`src/rtl/bsg_mem_1rw_sync_mask_write_byte_subbanked_fe.sv`:
```
// Ready/valid front end for a subbanked byte-masked 1RW sync SRAM with a credit-limited response FIFO.
// Optional: define BSG_MEM_SUBBANKED_FE_ZERO_UNREAD_EN to store non-enabled subbanks of a read as zero.
module bsg_mem_1rw_sync_mask_write_byte_subbanked_fe #(
  parameter int width_p       = 64,
  parameter int els_p         = 16,
  parameter int num_subbank_p = 2,
  parameter int fifo_els_p    = 2,
  localparam int subbank_width_lp = width_p / num_subbank_p,
  localparam int mask_width_lp    = subbank_width_lp / 8,
  localparam int lg_els_lp        = (els_p > 1) ? $clog2(els_p) : 1
) (
  input  logic                                    clk_i,
  input  logic                                    reset_n_i,

  input  logic                                    v_i,
  output logic                                    ready_and_o,
  input  logic                                    w_i,
  input  logic [num_subbank_p-1:0]                subbank_v_i,
  input  logic [num_subbank_p*mask_width_lp-1:0]  w_mask_i,
  input  logic [width_p-1:0]                      data_i,
  input  logic [lg_els_lp-1:0]                    addr_i,

  output logic [num_subbank_p-1:0]                sram_v_o,
  output logic                                    sram_w_o,
  output logic [lg_els_lp-1:0]                    sram_addr_o,
  output logic [num_subbank_p*mask_width_lp-1:0]  sram_w_mask_o,
  output logic [width_p-1:0]                      sram_data_o,
  input  logic [width_p-1:0]                      sram_data_i,

  output logic                                    v_o,
  output logic [width_p-1:0]                      data_o,
  input  logic                                    yumi_i
);

  // Handshakes: a request transfers when v_i & ready_and_o in the same cycle;
  // a response transfers when v_o & yumi_i. ready_and_o is a function of
  // registered state and reset only, and yumi_i is ignored while v_o is low.

  localparam int ptr_w_lp = $clog2(fifo_els_p);
  localparam int cnt_w_lp = $clog2(fifo_els_p + 1);
  localparam logic [ptr_w_lp-1:0] last_ptr_lp   = ptr_w_lp'(fifo_els_p - 1);
  localparam logic [cnt_w_lp:0]   credit_lim_lp = (cnt_w_lp + 1)'(fifo_els_p);

  logic                 inflight_r;
  logic [cnt_w_lp-1:0]  count_r;
  logic [ptr_w_lp-1:0]  rd_ptr_r;
  logic [ptr_w_lp-1:0]  wr_ptr_r;
  logic [width_p-1:0]   fifo_mem_r [fifo_els_p];

  logic                 accept;
  logic                 rd_issue;
  logic                 push;
  logic                 pop;
  logic [cnt_w_lp:0]    used;
  logic [width_p-1:0]   push_data;

  function automatic logic [ptr_w_lp-1:0] ptr_inc(input logic [ptr_w_lp-1:0] p);
    return (p == last_ptr_lp) ? '0 : p + ptr_w_lp'(1);
  endfunction

  // Credits cover both stored responses and the read whose data arrives next cycle.
  assign used        = {1'b0, count_r} + (cnt_w_lp + 1)'(inflight_r);
  assign ready_and_o = reset_n_i & (used < credit_lim_lp);

  assign accept   = v_i & ready_and_o;
  assign rd_issue = accept & ~w_i & (|subbank_v_i);
  assign push     = inflight_r;
  assign pop      = yumi_i & v_o;

  assign sram_v_o    = subbank_v_i & {num_subbank_p{accept}};
  assign sram_w_o    = w_i;
  assign sram_addr_o = addr_i;
  assign sram_data_o = data_i;

  for (genvar s = 0; s < num_subbank_p; s++) begin : g_mask
    assign sram_w_mask_o[s*mask_width_lp +: mask_width_lp] =
      w_mask_i[s*mask_width_lp +: mask_width_lp] & {mask_width_lp{subbank_v_i[s]}};
  end

`ifdef BSG_MEM_SUBBANKED_FE_ZERO_UNREAD_EN
  logic [num_subbank_p-1:0] rd_sub_v_r;

  always_ff @(posedge clk_i or negedge reset_n_i) begin
    if (!reset_n_i) rd_sub_v_r <= '0;
    else            rd_sub_v_r <= subbank_v_i;
  end

  for (genvar s = 0; s < num_subbank_p; s++) begin : g_zero
    assign push_data[s*subbank_width_lp +: subbank_width_lp] = rd_sub_v_r[s]
      ? sram_data_i[s*subbank_width_lp +: subbank_width_lp]
      : '0;
  end
`else
  assign push_data = sram_data_i;
`endif

  always_ff @(posedge clk_i or negedge reset_n_i) begin
    if (!reset_n_i) begin
      inflight_r <= 1'b0;
      count_r    <= '0;
      rd_ptr_r   <= '0;
      wr_ptr_r   <= '0;
    end else begin
      inflight_r <= rd_issue;
      if (push) wr_ptr_r <= ptr_inc(wr_ptr_r);
      if (pop)  rd_ptr_r <= ptr_inc(rd_ptr_r);
      if (push && !pop)      count_r <= count_r + cnt_w_lp'(1);
      else if (!push && pop) count_r <= count_r - cnt_w_lp'(1);
    end
  end

  // Storage carries no reset; only occupancy and pointers define validity.
  always_ff @(posedge clk_i) begin
    if (push) fifo_mem_r[wr_ptr_r] <= push_data;
  end

  assign v_o    = (count_r != '0);
  assign data_o = fifo_mem_r[rd_ptr_r];

endmodule

```
`config.mk`:
```
export PLATFORM = sky130hd
export DESIGN_NAME = bsg_mem_1rw_sync_mask_write_byte_subbanked_fe
export DESIGN_NICKNAME = d
export VERILOG_FILES = /design/src/rtl/bsg_mem_1rw_sync_mask_write_byte_subbanked_fe.sv
export SDC_FILE = /design/constraint.sdc
export NUM_CORES = 1
export LEC_CHECK = 0
export CORE_ASPECT_RATIO = 0.75
export CORE_MARGIN = 8
export CORE_UTILIZATION = 40
export CTS_CLUSTER_DIAMETER = 120
export CTS_CLUSTER_SIZE = 20
export DETAILED_ROUTE_END_ITERATION = 16
export GPL_ROUTABILITY_DRIVEN = 0
export PLACE_DENSITY = 0.78
export REMOVE_ABC_BUFFERS = 1
export SLEW_MARGIN = 20
export SYNTH_ARGS = -nofsm -noshare
export SYNTH_HDL_FRONTEND = slang
export SYNTH_SLANG_ARGS = --single-unit
```
`constraint.sdc`:
```
create_clock -name clk_i -period 4.9 [get_ports clk_i]
set_input_delay 0.98 -clock clk_i [delete_from_list [all_inputs] [get_ports clk_i]]
set_output_delay 0.98 -clock clk_i [all_outputs]
set_load 0.05 [all_outputs]
```
==> results of run 1 <==
-- power by group --
group | leakage (nW) | internal, W | switching, W
Clock | 0.276 | 0.000751 | 0.000478
Sequential | 1.21 | 0.00131 | 0.0000968
Combinational | 1.19 | 0.000636 | 0.000843
-- path summary, 6_finish.rpt --
path	endpoint	slack, ns
min	count_r[1]	0.51
min in group asynchronous	count_r[0]	0.80
min reg2reg	count_r[1]	0.51
max reg2reg	fifo_mem_r[0][41]	3.00
max	sram_v_o[1]	1.00
max in group asynchronous	rd_ptr_r	3.87
-- per-layer routing --
| layer | global-route usage | up-vias |
|---|---|---|
| met3 | 0.185 | 21 |
| li1 | - | 1251 |
| met5 | 0.0847 | - |
| met4 | 0.0499 | 6 |
| met1 | 0.195 | 1318 |
| met2 | 0.190 | 240 |
-- registers in the layout, indices dropped and copies added (netlist names) --
register / flops
inflight_r: 1
rd_ptr_r: 1
count_r: 2
fifo_mem_r: 128
wr_ptr_r: 1
-- metrics by stage --
step	utilization	setup WS, ns	hold slack [ns]	power (W)
final	0.543	1.00	0.507	0.00412
after global routing	0.543	0.899	0.539	0.00425
after CTS	0.540	0.991	0.508	0.00416
after detailed placement	0.498	1.00	0.496	0.00291
after global placement	0.498	1.05	0.502	0.00291
after floorplan	-	1.06	0.453	0.00250
-- kinds of logic after synthesis --
logic type | synth area share
flip-flops | 0.703
buffers and inverters | 0.105
multiplexers | 0.161
AND/OR/NAND/NOR | 0.0182
XOR/XNOR | 0.00776
AO/OA/AOI/OAI | 0.00222
adder cells (fa/ha/maj) | 0.00222
-- worst max-delay path, delay by kind of cell --
| kind | cells | cell delay (ns) |
|---|---|---|
| buffers and inverters | 3 | 1.50 |
| AOI/OAI and AO/OA | 1 | 0.23 |
| and+or+nand+nor | 1 | 0.19 |
-- cells in the final DEF (no fill, tap or decap), types with 2 or more instances in the layout --
| cell | count |
|---|---|
| mux2_4 | 50 |
| xor2_1 | 3 |
| edfxtp_1 | 128 |
| and2_1 | 8 |
| dfrtp_1 | 4 |
| and3_1 | 3 |
| bufinv_16 | 2 |
| inv_6 | 4 |
| xnor2_1 | 2 |
| clkbuf_16 | 17 |
| clkdlybuf4s50_1 | 155 |
| nor2_1 | 3 |
| clkinvlp_4 | 4 |
| mux2_2 | 14 |
| clkinv_2 | 4 |
-- layout make-up --
type                    count  area, um^2  share of cell area
clock buffers              17         425              0.0569
clock inverters            15         154              0.0206
inverters                   1        3.75            0.000502
multi-input cells          89        1090               0.146
flip-flops and latches    133        3970               0.532
well taps                 175         219              0.0293
repair buffers            158        1610               0.215
==> flow_summary_export.csv, run 1 <==
group,metric,value,unit
run_status,outcome,"completed",
drt,detailroute.wirelength.met3,3180,um
worst_setup_path,r2r_start,"inflight_r",
yosys,ys_seq_area_frac,0.703,
drt,initialDrtViolationCount,135,
timing,final.min_clock_period,3.90,ns
global_route,global_route.overflow_total,0,
cts,clk_pin_slew,0.06,ns
cts,ctsRootBufferMaster,"clkbuf_16",
power,power.static_leakage,2.68,nW
yosys,synth-edff-count,128,
cts,skew_pair_late_insertion_delay,0.41,ns
global_route,antenna_found_initial,0,
drt,drt-pass1-iter-count,4,
cts,cts_sinks,133,
yosys,post_synthesis_cell_type_count,18,
yosys,synthArstFlopShare,0.0376,
yosys,netlist.top_cell.by_area,"edfxtp_1",
die,placeableCoreArea,13700,um^2
final_layout,filler_cell_count,1065,
timing,drv_slew,0,
die,chipWidth,153,um
drt,via_per_inst,4.82,
final_layout,synthesis_to_finish_area_growth,32.4,%
yosys,synth_top_flop_cell,"edfxtp_1",
final_layout,final_cell_count_no_fill,588,
timing,rsz0062_at_grt,"no",
die,floorplan.initialDensity,0.410,
drt,wl_met1,6570,um
min_path,hold_path_startpoint,"count_r[1]",
flow_run,cap_violations,0,
min_path,hp-class,"flop to flop",
timing,post_route_skew,0.00926,ns
place,port-buffer-count,155,
yosys,synthDominantCellAreaShare,0.681,
timing,hold_viol,0,
timing,clock.fmax,0.257,GHz
drt,final_antenna_violating_net_count,0,
cts,clock_path_buffers,2,
global_route,grt_pass1_wl,22000,um
worst_setup_path,crit_path_cell_chain,"clkdlybuf4s50_1 > inv_1 > a211oi_2 > and3_1 > clkdlybuf4s50_1",
timing,setup_tns,0,ns
power,max-vdd-ir-drop,0.319,mV
final_layout,finalInstanceArea,7470,um^2
die,floorplan.rows,37,
worst_setup_path,crit_path_end_kind,"primary output",
die,die_y,119,um
die,num_io_pins,292,
worst_setup_path,critPathMaxFanout,6,
final_layout,ratio_of_cells_with_drive_above_1_in_the_final_layout,0.249,
drt,dr.max_layer_used,"met5",
drt,wirelength,15500,um
die,dieArea,18200,um^2
drt,drt-wirelength-per-cell,26.4,um
global_route,grt_max_degree,66,
timing,worstMarginPinSlew,0.904,ns
drt,detailroute.wirelength.met2,5460,um
min_path,holdPathStages,1,
worst_setup_path,critical-path-slowest-cell,"clkdlybuf4s50_1",
yosys,syn-mean-instance-area,18.9,um^2
cts,tritoncts.num_buffers,17,
drt,detailroute.via_count,2836,
cts,cts_resized,0,
place,detailed_place_hpwl,11300,um
worst_setup_path,timing.critical_path.arrival,2.92,ns
power,power_density,551,nW/um^2
cts,htreeDepth,4,
worst_setup_path,worst-setup-path-type,"input pin to primary output",
place,place_area,6840,um^2
yosys,post_synth_main_area_contributors,"edfxtp_1 68%, mux2_4 13%, buf_4 9.2%",
worst_setup_path,cp_common_cell,"clkdlybuf4s50_1",
global_route,via_count_of_the_first_global_routing_pass,3260,
yosys,ys_top_cells_by_count,"128 x edfxtp_1, 69 x buf_4, 50 x mux2_4",
timing,slew_headroom,0.397,
drt,drc_errors,0,
worst_setup_path,setup.worst_path.start,"reset_n_i",
final_layout,nets,548,
place,post-place-cells,554,
yosys,synthMostInstantiatedCell,"edfxtp_1",
yosys,synthCells,299,
cts,cts_tree,"done",
cts,postCtsSetupBuffers,0,
yosys,synth.cell_area,5640,um^2
worst_setup_path,critPathRequiredTime,3.92,ns
worst_setup_path,ff2ff_path_depth,3,
yosys,ys_seq_elements,133,
yosys,yosys_warnings,0,
worst_setup_path,max_stage_delay,0.80,ns
timing,post-route-period-util,0.795,
global_route,track_usage,0.170,
cts,cts.hold.buffers_added,0,
final_layout,num_antenna_cells,0,
timing,setup-violations-final,0,
worst_setup_path,critPathLaunchType,"input pin",
(Power assumes the default switching activity.)
==> inputs of run 2 (changes only) <==
clock period = 3.7 ns   (was 4.9 ns; I/O delays follow)
==> run 2 against run 1 <==
Net effect:
- largest cell class unchanged
- cell area down 0.39%
- via count grew 0.42%
- global-route usage up 0.23 points
- routed wire length grew 1.5%
- sequential share of layout area grew 0.21 points
- flip-flop and latch count unchanged
- largest power group unchanged
- critical endpoint is now data_o[37]
==> flow_summary_export.csv, run 2 (same netlist as run 1, synthesis figures left out) <==
group,metric,value,unit
drt,initialDrtViolationCount,138,
die,num_io_pins,292,
power,power.static_leakage,2.69,nW
worst_setup_path,crit_path_end_kind,"primary output",
die,die_y,119,um
global_route,track_usage,0.172,
cts,clk_pin_slew,0.06,ns
final_layout,ratio_of_cells_with_drive_above_1_in_the_final_layout,0.252,
global_route,grt_util_met2,0.190,
timing,drv_slew,0,
final_layout,regArea,3970,um^2
min_path,hp-class,"flop to flop",
worst_setup_path,r2r_slack,1.83,ns
global_route,grt_use_met3,0.196,
place,detailed_place_hpwl,11600,um
power,power_switching,0.00185,W
power,switching_share,0.342,
final_layout,filler_cell_count,1074,
die,floorplan.rows,37,
drt,via_per_inst,4.84,
final_layout,largest_reg_flops,128,
cts,htreeDepth,4,
place,port-buffer-count,155,
cts,cts_resized,0,
drt,final_antenna_violating_net_count,0,
global_route,gr-usage-met1,0.191,
flow_run,cap_violations,0,
worst_setup_path,ff2ff_path_depth,2,
global_route,grt_pass1_wl,22100,um
cts,cts.hold.buffers_added,0,
timing,hold_viol,0,
final_layout,final_cell_count_no_fill,588,
drt,drc_errors,0,
worst_setup_path,critPathRequiredTime,2.96,ns
timing,slew_headroom,0.387,
timing,clock.fmax,0.304,GHz
global_route,global_route.peak_usage_layer,"met3",
drt,drt-wirelength-per-cell,26.8,um
cts,postCtsSetupBuffers,0,
worst_setup_path,timing.critical_path.arrival,2.55,ns
final_layout,max_flop_register,"fifo_mem_r",
die,floorplan.initialDensity,0.410,
power,power_density,727,nW/um^2
global_route,antenna_found_initial,0,
place,post-place-cells,556,
timing,worstMarginPinSlew,0.919,ns
power,comb_power_share,0.364,
power,max-vdd-ir-drop,0.453,mV
timing,post_route_skew,0.00503,ns
cts,ctsRootBufferMaster,"clkbuf_16",
cts,skew_pair_late_insertion_delay,0.41,ns
global_route,grt_max_degree,65,
timing,final.min_clock_period,3.29,ns
timing,setup_tns,0,ns
cts,cts_sinks,133,
final_layout,final_cell_mix,"152 x clkdlybuf4s50_1, 128 x edfxtp_1, 50 x mux2_4",
drt,drt-pass1-iter-count,4,
timing,post-route-period-util,0.890,
final_layout,nets,548,
power,intPower,0.00356,W
run_status,outcome,"completed",
worst_setup_path,critical_path.reg2reg.endpoint,"fifo_mem_r[0][16]",
worst_setup_path,critPathMaxFanout,28,
die,placeableCoreArea,13700,um^2
global_route,global_route.overflow_total,0,
cts,tritoncts.num_buffers,17,
worst_setup_path,worst-setup-path-type,"flop to primary output",
die,chipWidth,153,um
global_route,via_count_of_the_first_global_routing_pass,3197,
cts,cts_tree,"done",
final_layout,layout_top_registers,"fifo_mem_r: 128 flops, count_r: 2 flops",
drt,detailroute.via_count,2848,
worst_setup_path,setup.worst_path.start,"rd_ptr_r",
final_layout,most_common_library_cell_in_the_layout_ignoring_fill_and_taps,"clkdlybuf4s50_1",
power,power_frac_clock,0.293,
timing,rsz0062_at_grt,"no",
timing,setup-violations-final,0,
final_layout,num_antenna_cells,0,
worst_setup_path,critPathLaunchType,"flop",
final_layout,multi_input_gate_area_in_the_final_layout,1090,um^2
die,dieArea,18200,um^2
worst_setup_path,r2r_start,"inflight_r",
cts,clock_path_buffers,2,
drt,wirelength,15800,um
worst_setup_path,endpoint,"data_o[37]",
final_layout,synthesis_to_finish_area_growth,31.9,%
power,power.share.sequential,0.343,
==> run 2: cell types whose count changed in the layout (fill, tap and decap cells not counted), moves of 2 or more <==
cell / delta
buf_4: +3
clkinvlp_4: -3
clkinv_2: +2
inv_6: -4
clkdlybuf4s50_1: -3
clkinv_1: +2
clkinv_4: +3
==> run 2: per-stage QoR <==
step | setup WS (ns) | hold slack, ns | instance area, um^2 | power [W] | utilization
floorplan | -0.0640 | 0.444 | 5050 | 0.00330 | -
global placement | 0.721 | 0.493 | 6880 | 0.00386 | 0.500
detailed placement | 0.706 | 0.512 | 6880 | 0.00388 | 0.500
CTS | 0.356 | 0.523 | 7440 | 0.00549 | 0.541
global route | 0.289 | 0.546 | 7440 | 0.00560 | 0.541
finish | 0.408 | 0.521 | 7440 | 0.00541 | 0.541
==> run 2: power groups by stage <==
stage	registers (W)	clock network, W	logic (W)
floorplan	0.00194	0	0.00137
global placement	0.00188	0	0.00198
detailed placement	0.00189	0	0.00199
CTS	0.00186	0.00163	0.00200
global route	0.00187	0.00169	0.00204
finish	0.00185	0.00159	0.00197
==> run 2: worst min path at each step <==
stage                     startpoint    endpoint  slack (ns)  depth (start not counted)
after floorplan            reset_n_i  count_r[0]        0.44                          0
after global placement    count_r[1]  count_r[1]        0.49                          1
after detailed placement  count_r[1]  count_r[1]        0.51                          1
after CTS                 count_r[1]  count_r[1]        0.52                          1
after global routing      count_r[1]  count_r[1]        0.55                          1
final                     count_r[1]  count_r[1]        0.52                          1
==> run 2: critical path, cell delays in order (launching register included) <==
cell             delay [ns]
dfrtp_4                0.73
buf_4                  0.33
mux2_2                 0.36
clkdlybuf4s50_1        0.70
==> run 2: cell type report <==
class,count,share of cell area
multi-input combinational,89,0.146
clock inverter,15,0.0188
tap,175,0.0294
timing repair buffer,158,0.214
clock buffer,17,0.0572
sequential,133,0.534
inverter,1,0.000504
==> run 2: metal layers <==
metal	share of wire	wire, um	vias up
met5	0.020	310	-
met1	0.41	6430	1331
li1	-	-	1246
met2	0.35	5550	241
met3	0.21	3330	22
met4	0.010	161	8
==> inputs of run 3 (changes only) <==
PLACE_DENSITY = unset   (was 0.78)
PLACE_DENSITY_LB_ADDON = 0.08   (was unset)
RECOVER_POWER = 50   (was unset)
TNS_END_PERCENT = 20   (was unset)
==> run 3 against run 2 <==
Net effect:
- sequential share of layout area fell by 0.40 points
- total power rose by 2.5%
- core utilization rose by 0.41 points
- sequential power barely moved
- maximum frequency rose by 2.4%
- hold slack got worse by 0.021 ns
- clock-buffer cell count did not move
- non-clock buffer count did not move
- global-route usage fell by 0.54 points
- cell area rose by 0.76%
- via count did not move
==> flow_summary_export.csv, run 3 (same netlist as run 1, synthesis figures left out) <==
group,metric,value,unit
cts,cts.hold.buffers_added,0,
timing,post-route-period-util,0.869,
die,floorplan.rows,37,
die,die_y,119,um
global_route,grt_max_degree,65,
flow_run,cap_violations,0,
worst_setup_path,critPathRequiredTime,2.96,ns
place,place_area,6890,um^2
place,detailed_place_hpwl,11100,um
final_layout,finalInstanceArea,7500,um^2
place,port-buffer-count,155,
drt,drt-pass1-iter-count,4,
cts,htreeDepth,4,
die,floorplan.initialDensity,0.410,
cts,clk_pin_slew,0.06,ns
timing,hold_viol,0,
drt,final_antenna_violating_net_count,0,
cts,skew_pair_late_insertion_delay,0.41,ns
final_layout,final_cell_mix,"128 x edfxtp_1, 86 x clkdlybuf4s50_1, 66 x dlygate4sd3_1",
timing,slew_headroom,0.386,
worst_setup_path,setup.worst_path.start,"rd_ptr_r",
global_route,antenna_found_initial,5,
worst_setup_path,worst-setup-path-type,"flop to primary output",
timing,drv_slew,0,
min_path,hold_path_startpoint,"count_r[1]",
final_layout,largest_reg_flops,128,
timing,setup-violations-final,0,
final_layout,most_common_library_cell_in_the_layout_ignoring_fill_and_taps,"edfxtp_1",
worst_setup_path,crit_path_cell_chain,"buf_12 > mux2_2 > clkdlybuf4s50_1",
power,max-vdd-ir-drop,0.399,mV
drt,initialDrtViolationCount,148,
cts,clock_path_buffers,2,
die,placeableCoreArea,13700,um^2
cts,tritoncts.num_buffers,17,
power,power.static_leakage,2.72,nW
cts,ctsRootBufferMaster,"clkbuf_16",
final_layout,nets,548,
die,dieArea,18200,um^2
final_layout,layout_top_registers,"fifo_mem_r: 128 flops, count_r: 2 flops",
drt,via_per_inst,4.84,
timing,rsz0062_at_grt,"no",
worst_setup_path,critPathLaunchType,"flop",
drt,wirelength,15100,um
worst_setup_path,critPathMaxFanout,26,
place,preCtsSetupSlack,0.691,ns
final_layout,synthesis_to_finish_area_growth,32.9,%
cts,cts_tree,"done",
final_layout,regArea,3970,um^2
final_layout,finalCoreUtilization,0.545,
cts,postCtsSetupBuffers,0,
cts,cts_sinks,133,
global_route,via_count_of_the_first_global_routing_pass,3128,
worst_setup_path,crit_path_end_kind,"primary output",
worst_setup_path,timing.critical_path.max_delay_family,"buffers and inverters",
global_route,global_route.overflow_total,0,
global_route,track_usage,0.167,
timing,post_route_skew,0.00610,ns
drt,drt-wirelength-per-cell,25.7,um
drt,drc_errors,0,
min_path,hp-class,"flop to flop",
worst_setup_path,timing.critical_path.arrival,2.48,ns
timing,clock.fmax,0.311,GHz
die,num_io_pins,292,
final_layout,ratio_of_cells_with_drive_above_1_in_the_final_layout,0.248,
timing,final.min_clock_period,3.22,ns
worst_setup_path,critical-path-slowest-cell,"clkdlybuf4s50_1",
final_layout,filler_cell_count,1087,
timing,worstMarginPinSlew,0.921,ns
worst_setup_path,r2r_start,"inflight_r",
timing,post-route-worst-setup-slack,0.484,ns
final_layout,multi_input_gate_area_in_the_final_layout,1080,um^2
worst_setup_path,crit_buf_inv,2,
power,power_density,740,nW/um^2
die,chipWidth,153,um
global_route,grt_pass1_wl,21400,um
run_status,outcome,"completed",
final_layout,max_flop_register,"fifo_mem_r",
cts,cts_resized,0,
drt,detailroute.via_count,2848,
worst_setup_path,max_stage_delay,0.74,ns
[run 3: path summary, 6_finish.rpt]
path                                      to  depth (start not counted)  slack [ns]
setup / recovery                  data_o[34]                          3        0.48
hold / removal                    count_r[1]                          1        0.50
setup reg to reg           fifo_mem_r[0][12]                          2        1.83
hold reg to reg                   count_r[1]                          1        0.50
max in group asynchronous           rd_ptr_r                          1        2.82
min in group asynchronous         count_r[0]                          1        0.64
[run 3: layout make-up]
type                            instances  area share
Clock buffer                           17      0.0567
Inverter                                1    0.000501
Tap cell                              175      0.0292
Sequential cell                       133       0.530
Multi-Input combinational cell         89       0.145
Antenna cell                            1    0.000334
Clock inverter                         14      0.0249
Timing Repair Buffer                  158       0.214
[run 3: metal layers]
| metal | GRT usage | share of wire |
|---|---|---|
| met4 | 0.0462 | 0.010 |
| met2 | 0.172 | 0.33 |
| met1 | 0.199 | 0.43 |
| met5 | 0.0847 | 0.012 |
| met3 | 0.191 | 0.22 |
[run 3: where the power goes]
part,leakage (nW),internal [W],switching [W]
clock,0.290,0.00112,0.000593
sequential,1.21,0.00174,0.0000952
combinational,1.21,0.000835,0.00117
total,2.72,0.00370,0.00185
[run 3: stage by stage]
| step | TNS (ns) | std cells | total power [W] | hold slack, ns |
|---|---|---|---|---|
| 2_1_floorplan | -4.10 | 223 | 0.00330 | 0.444 |
| 3_3_place_gp | 0 | 556 | 0.00391 | 0.496 |
| 3_5_place_dp | 0 | 556 | 0.00391 | 0.508 |
| 4_1_cts | 0 | 587 | 0.00564 | 0.516 |
| 5_1_grt | 0 | 588 | 0.00575 | 0.548 |
| 6_report | 0 | 588 | 0.00555 | 0.500 |
[run 3: worst register-to-register path, delay by kind of cell (launching register included)]
| family | cells | cell delay, ns |
|---|---|---|
| flip-flops | 1 | 0.43 |
| AND/OR/NAND/NOR | 1 | 0.77 |
| buffers and inverters | 1 | 0.34 |
